File: src/rtl/bus_scheduler.sv
// ---------------------------------------------------------------------------
// bus_scheduler
//
// Two-master, three-slave system-bus scheduler. Masters are arbitrated
// round-robin, a request is considered only when its target slave is ready,
// and the winner keeps the bus until the transfer completes, the owner drops
// its request, or a hold timeout forces the bus free. Every release passes
// through a single turnaround cycle before the next arbitration.
//
// Ports
//   clk               system clock, rising-edge active
//   reset             asynchronous active-low reset (0 = reset)
//   m1_request        master 1 requests the bus
//   m2_request        master 2 requests the bus
//   m1_slave_select   master 1 target: 01/10/11 = slave 1/2/3, 00 = none
//   m2_slave_select   master 2 target, same coding
//   slave_ready       bit i-1 high = slave i can accept a transaction
//   transaction_done  one-cycle pulse: current transfer complete
//   m1_grant          master 1 owns the bus
//   m2_grant          master 2 owns the bus
//   busy              bus allocated or in turnaround
//   bus_grant         00 none, 01 master 1, 10 master 2
//   slave_grant       captured target slave code, 00 when none
//   timeout           one-cycle pulse: transaction aborted by timeout
// ---------------------------------------------------------------------------
module bus_scheduler #(
   parameter int unsigned TIMEOUT_CYCLES = 64
) (
   input  logic       clk,
   input  logic       reset,
   input  logic       m1_request,
   input  logic       m2_request,
   input  logic [1:0] m1_slave_select,
   input  logic [1:0] m2_slave_select,
   input  logic [2:0] slave_ready,
   input  logic       transaction_done,
   output logic       m1_grant,
   output logic       m2_grant,
   output logic       busy,
   output logic [1:0] bus_grant,
   output logic [1:0] slave_grant,
   output logic       timeout
);

   typedef enum logic [1:0] {
      IDLE    = 2'd0,
      HOLD    = 2'd1,
      RELEASE = 2'd2
   } state_t;

   // Counter value reached on the last permitted HOLD cycle.
   localparam logic [15:0] TimeoutLast = 16'(TIMEOUT_CYCLES - 1);

   state_t      state_q, state_d;
   logic        owner_q, owner_d;          // 0 = master 1, 1 = master 2
   logic        lastOwner_q, lastOwner_d;  // 0 = master 1, 1 = master 2
   logic [15:0] counter_q, counter_d;
   logic        m1Grant_q, m1Grant_d;
   logic        m2Grant_q, m2Grant_d;
   logic        busy_q, busy_d;
   logic [1:0]  busGrant_q, busGrant_d;
   logic [1:0]  slaveGrant_q, slaveGrant_d;
   logic        timeout_q, timeout_d;

   logic        m1Eligible;
   logic        m2Eligible;
   logic        winnerM2;
   logic        ownerRequest;

   // A select code of 00 never matches a slave, so it is never ready.
   function automatic logic targetReady(input logic [1:0] sel, input logic [2:0] rdy);
      logic r;
      unique case (sel)
         2'b01:   r = rdy[0];
         2'b10:   r = rdy[1];
         2'b11:   r = rdy[2];
         default: r = 1'b0;
      endcase
      return r;
   endfunction

   // Eligibility and round-robin winner. On a tie the master that did not
   // own the bus last time wins.
   always_comb begin
      m1Eligible   = m1_request && targetReady(m1_slave_select, slave_ready);
      m2Eligible   = m2_request && targetReady(m2_slave_select, slave_ready);
      winnerM2     = m2Eligible && (!m1Eligible || !lastOwner_q);
      ownerRequest = owner_q ? m2_request : m1_request;
   end

   // Next-state and registered-output logic. Outputs are computed for the
   // state being entered, so grants are visible right after the sampling edge.
   always_comb begin
      state_d      = state_q;
      owner_d      = owner_q;
      lastOwner_d  = lastOwner_q;
      counter_d    = counter_q;
      m1Grant_d    = 1'b0;
      m2Grant_d    = 1'b0;
      busy_d       = 1'b0;
      busGrant_d   = 2'b00;
      slaveGrant_d = 2'b00;
      timeout_d    = 1'b0;

      unique case (state_q)
         IDLE: begin
            if (m1Eligible || m2Eligible) begin
               state_d      = HOLD;
               owner_d      = winnerM2;
               counter_d    = 16'd0;
               m1Grant_d    = !winnerM2;
               m2Grant_d    = winnerM2;
               busGrant_d   = winnerM2 ? 2'b10 : 2'b01;
               slaveGrant_d = winnerM2 ? m2_slave_select : m1_slave_select;
               busy_d       = 1'b1;
            end
         end

         HOLD: begin
            busy_d    = 1'b1;
            counter_d = counter_q + 16'd1;
            if (transaction_done) begin
               state_d = RELEASE;
            end else if (counter_q == TimeoutLast) begin
               state_d   = RELEASE;
               timeout_d = 1'b1;
            end else if (!ownerRequest) begin
               state_d = RELEASE;
            end else begin
               m1Grant_d    = m1Grant_q;
               m2Grant_d    = m2Grant_q;
               busGrant_d   = busGrant_q;
               slaveGrant_d = slaveGrant_q;
            end
         end

         RELEASE: begin
            state_d     = IDLE;
            lastOwner_d = owner_q;
            counter_d   = 16'd0;
         end

         default: begin
            state_d = IDLE;
         end
      endcase
   end

   // State and output registers; reset leaves master 2 as last owner so that
   // master 1 wins the first tie.
   always_ff @(posedge clk or negedge reset) begin
      if (!reset) begin
         state_q      <= IDLE;
         owner_q      <= 1'b0;
         lastOwner_q  <= 1'b1;
         counter_q    <= 16'd0;
         m1Grant_q    <= 1'b0;
         m2Grant_q    <= 1'b0;
         busy_q       <= 1'b0;
         busGrant_q   <= 2'b00;
         slaveGrant_q <= 2'b00;
         timeout_q    <= 1'b0;
      end else begin
         state_q      <= state_d;
         owner_q      <= owner_d;
         lastOwner_q  <= lastOwner_d;
         counter_q    <= counter_d;
         m1Grant_q    <= m1Grant_d;
         m2Grant_q    <= m2Grant_d;
         busy_q       <= busy_d;
         busGrant_q   <= busGrant_d;
         slaveGrant_q <= slaveGrant_d;
         timeout_q    <= timeout_d;
      end
   end

   assign m1_grant    = m1Grant_q;
   assign m2_grant    = m2Grant_q;
   assign busy        = busy_q;
   assign bus_grant   = busGrant_q;
   assign slave_grant = slaveGrant_q;
   assign timeout     = timeout_q;

endmodule
File: config.mk
export PLATFORM = sky130hd
export DESIGN_NAME = bus_scheduler
export DESIGN_NICKNAME = d
export VERILOG_FILES = /design/src/rtl/bus_scheduler.sv
export SDC_FILE = /design/constraint.sdc
export NUM_CORES = 1
export LEC_CHECK = 0
export CELL_PAD_IN_SITES_DETAIL_PLACEMENT = 1
export CELL_PAD_IN_SITES_GLOBAL_PLACEMENT = 2
export CORE_ASPECT_RATIO = 1.4
export CORE_MARGIN = 8
export CORE_UTILIZATION = 25
export DETAILED_ROUTE_END_ITERATION = 7
export PLACE_DENSITY = 0.6
export SYNTH_ARGS = -nofsm -noshare
export SYNTH_HDL_FRONTEND = slang
export SYNTH_SLANG_ARGS = --single-unit
File: constraint.sdc
create_clock -name clk -period 1.8 [get_ports clk]
set_clock_uncertainty 0.05 [all_clocks]
set_input_delay 0.36 -clock clk [delete_from_list [all_inputs] [get_ports clk]]
set_output_delay 0.36 -clock clk [all_outputs]
set_load 0.03 [all_outputs]
After elaboration in Yosys (flattened, before gate mapping) --
Cells that the tools add are included. W data, S select, Z words.
Operators by class: reductions and logical operators 13, $lt $le $gt $ge 0, eq/ne operators 11, div/mod/pow operators 0, multiplexer cells 31, $add $sub $neg 1, multipliers 0, bitwise operators 0, shift-type cells 0
Operator list (count):
- $pmux W16 S3 | 1
- $mux W2 | 11
- $add A16 B1 Y16 const B | 1
- $eq A16 B6 Y1 const B | 1
- $mux W16 | 1
- $pmux W2 S2 | 3
- $eq A2 B2 Y1 const B | 5
- $mux W1 | 10
- $eq A2 B1 Y1 const B | 3
- $pmux W1 S2 | 3
- $pmux W1 S3 | 2
- $reduce_and A2 Y1 | 3
- $ne A4 B4 Y1 const B | 1
- $logic_and A1 B1 Y1 | 3
- $logic_not A1 Y1 | 3
- $reduce_bool A3 Y1 | 1
- $logic_not A2 Y1 | 1
- $logic_or A1 B1 Y1 | 2
- $ne A2 B2 Y1 const B | 1
Word-level totals: bits in read-only memories 0, input bits 12, word-level logic and storage cells 66, bits in writable memories 0, bits in registers 28, memories 0, bits in latches 0, output and inout bits 8

Logic depth before layout (Yosys ltp) --
Gate-level depths: netlist of the first run.
depth in word-level cells 9, gate-level depth with buffers 6, depth with buffers taken out 6

Worst setup path before layout of the first run --
No wires, ideal clock.
kind register to register, start point register counter_q[8], end point register m2Grant_q (netlist: m2_grant), buffers on the path 0, period minus slack after synthesis 1.710 ns, arrival time 1.539 ns, cell stages (with the launch flop) 6, library setup time 0.121 ns, data required time 1.629 ns, setup slack 0.090 ns, path through dfrtp_1 or4_1 nor3_2 nand4_1 nor4b_4 a22o_1
On the way: word-level cells in the longest chain between the ends 4, elaborated cells on any way between the ends 5, classes of those cells eq/ne: 2; mux: 3
RTL lines:
- start, declared | line 57 | logic [15:0] counter_q, counter_d;
- start signal, assigned | line 167 | counter_q <= counter_d;
- $eq A16 B6 Y1 * | line 124 | end else if (counter_q == TimeoutLast) begin
- $mux W1 | line 124
- $mux W1 | line 122 | if (transaction_done) begin
- $pmux W1 S2 | line 105 | unique case (state_q)
- end signal, assigned | line 169 | m2Grant_q <= m2Grant_d;
- end, declared | line 59 | logic m2Grant_q, m2Grant_d;
Every way passes the cells marked *; elsewhere a longest branch is shown, timed or not. A chain may end at the register's enable or synchronous reset.

Worst setup path in the final report of the first run --
Ends and elaborated chain as after synthesis.

==> qor.txt, run 1 <==
Status: finished with violations
Failing checks: setup timing
Buffer depth of the longest clock path: 2
Clk pin slew, worst setup/hold paths: 100 ps
# IOs: 20
Grt peak-use layer: met2
Cts hold-fix bufs: 0
YS warnings: 0
Critical Path AT: 1930 ps
Antenna violations before repair: 0
Worst setup EP type: flip-flop
Yosys top cell by area: dfrtp_1
Met1 Use GR: 13.2%
Final number of hold-violating endpoints: 0
Ys async rst share: 100%
Total negative setup slack: -5.33 ps
Slew Limit Headroom: 72.5%
Post-synth top area share: 43.9%
Final Instance Area: 1990 µm²
Post-route minimum period: 1810 ps
Placed inst area: 1860 µm²
Share of layout cells above drive strength 1: 26.7%
Syn Inst Count: 146
Root Driver: clkbuf_8
Critical path class: reg2reg
Latest clock arrival within the worst-skew pair: 280 ps
Effective utilization at floorplan: 25.8%
Synth Flop Type: dfrtp_1
Drc violations: 0
Setup WS pre-CTS: -381 ps
Met2 GRT Util: 20.5%
Final WL: 4.72 mm
Slew Viols, Final: 0
Final WS setup: -5.33 ps
MaxCap Viol Count: 0
IO buf count: 19
GRT Total Usage: 11.6%
Actual slew at the worst max-slew pin: 401 ps
Startpoint types: flip-flop
Delay-heaviest family, CP: simple AND/OR/NAND/NOR gates
Met3 Resource Use GR: 1.87%
Via Count: 1337
Drt wl/cell: 18.5 µm
Worst VDD drop: 0.393 mV
Mapped Area: 1430 µm²
First-pass GRT wire length: 7.74 mm
Area contributors post-synth: dfrtp_1 44%, mux2i_1 4.9%, nand2_1 4.5%, a21oi_1 3.5%, nor2_1 3.4%
Core Box Area: 5530 µm²
Routability Congestion: 0.814
RSZ-0062 raised after global routing: yes
Final #Nets: 201
Slowest cell on crit path: or4_4
First-pass iteration count of the detailed router: 4
Critical path required time: 1920 ps
Hold_ws: 405 ps
Num CTS Buffers: 3
Diodes inserted: 0
Clock tree from TritonCTS: built
Detail Route Antenna Nets: 0
Placed instance count: 251
Largest net degree at the start of global routing: 27
Syn avg cell area: 9.76 µm²
Fmax: 554 MHz
Worst Path Buf+Inv: 0
Syn-to-layout area delta: 39.5%
Total power: 2.07 mW
Worst-path cell chain: or4_4 > nor3_2 > nand4_1 > nor4b_4 > a22o_1
Critical Path Max Stage Delay: 540 ps
Sequential share of the synthesized area: 45.7%
Detailed Route Iter0 Violations: 30
Die span in x: 79.8 µm
Hold Crit Class: in2async
Layout Utilization: 36.0%
Max Fanout on Critical Path: 6
Final setup violation count: 1
Cell Rows: 32
Die height: 105 µm
Yosys reg bits: 26
Netlist cell types: 41
Total gr overflow: 0
Final Non-Filler Cells: 255
Pleak: 0.853 nW
Post-Synthesis Net Count: 159
Sink Count: 26
Period utilisation layout: 100%
Vias in the first global route: 1461
PwrDens: 1040 nW/µm²
H-tree levels: 1
EDFF count, synth: 0
DP HPWL: 3.57 mm
Via/cell ratio: 5.24
Die Area: 8410 µm²
==> final cells by class <==
cell class | instances | area [µm²]
fillers | 639 | 3540
well taps | 68 | 85.1
multi-input cells | 111 | 782
repair buffers | 45 | 394
clock buffers | 3 | 41.3
clock inverters | 1 | 30.0
flip-flops and latches | 26 | 652
inverters | 1 | 3.75
==> power breakdown <==
part / switching [mW] / internal (mW) / total, mW
sequential: 0.0791 / 0.676 / 0.755
combinational: 0.476 / 0.340 / 0.817
clock: 0.200 / 0.298 / 0.498
==> state kept, by name (all words and copies together) (netlist names) <==
name,count
busy,1
counter_q,16
lastOwner_q,1
m1_grant,1
m2_grant,1
owner_q,1
slave_grant,2
state_q,2
timeout,1
==> worst paths after layout <==
check	to	depth (start not counted)	start	slack, ps
min	counter_q[3]	2	reset	410
min reg2reg	slave_grant[1]	1	slave_grant[1]	450
max reg2reg	m2_grant	5	counter_q[8]	-5
max in group asynchronous	lastOwner_q	2	reset	990
max	m2_grant	5	counter_q[8]	-5
min in group clk	slave_grant[1]	1	slave_grant[1]	450
==> cell usage in the layout, fill, tap and decap left out, types with 3 or more instances in the layout <==
master,Yosys,final
dlymetal6s2s_1,0,4
dfrtp_1,25,25
nor3_1,4,3
clkdlybuf4s50_1,0,14
a41oi_1,4,4
buf_4,2,26
mux2i_1,7,6
a21oi_1,10,8
nand2_1,17,17
xnor2_1,5,5
clkbuf_8,0,3
nand4_1,5,5
nor2_1,13,12
o21ai_0,5,5
o2bb2ai_1,3,3
a31oi_1,5,5
==> cells in the mapped netlist (all sizes together), types with 3 or more instances <==
cell type	instances
nand2	17
xnor2	5
dfrtp	25
a31oi	5
nand2b	4
nor2	13
o21ai	8
a21oi	10
nand4	5
o2bb2ai	3
mux2i	7
nor3	5
clkbuf	5
nor4	3
buf	3
a41oi	4
==> per-layer routing <==
layer | wire length [µm] | vias to the layer above
met1 | 1950 | 678
met4 | 96 | 0
met5 | 0 | -
met2 | 2510 | 25
li1 | - | 626
met3 | 163 | 8
==> worst reg2reg max path, cell delays in order (launching register included) <==
cell and delay (ps):
dfrtp_1 410, or4_4 540, nor3_2 120, nand4_1 160
nor4b_4 200, a22o_1 230
==> logic make-up (layout without fill, tap and decap cells) <==
kind of cell | Yosys count | after routing | share of synthesized area (%)
flip-flops | 26 | 26 | 45.7
buffers and inverters | 9 | 50 | 3.07
multiplexers | 7 | 7 | 4.92
XOR/XNOR | 5 | 5 | 3.07
adder cells (fa/ha/maj) | 1 | 1 | 0.878
AND/OR/NAND/NOR | 58 | 58 | 22.0
AO/OA/AOI/OAI | 40 | 40 | 20.4
==> repair_timing <==
item                                    in CTS  in global routing
buffers inserted                             0                  0
pin swaps                                    4                  6
endpoints found under the setup margin      15                 21
gates resized for setup                      3                 15
No activity file was read; power rests on OpenSTA's default activity.
==> run 2, diff against run 1 <==
--- a/config.mk
+++ b/config.mk
@@ -10,6 +10,7 @@
 export CORE_ASPECT_RATIO = 1.4
 export CORE_MARGIN = 8
 export CORE_UTILIZATION = 25
+export CTS_CLUSTER_DIAMETER = 100
 export DETAILED_ROUTE_END_ITERATION = 7
 export PLACE_DENSITY = 0.6
 export SYNTH_ARGS = -nofsm -noshare
==> results of run 2 <==
The final DEF is identical to that of run 1; final timing and power are the same.
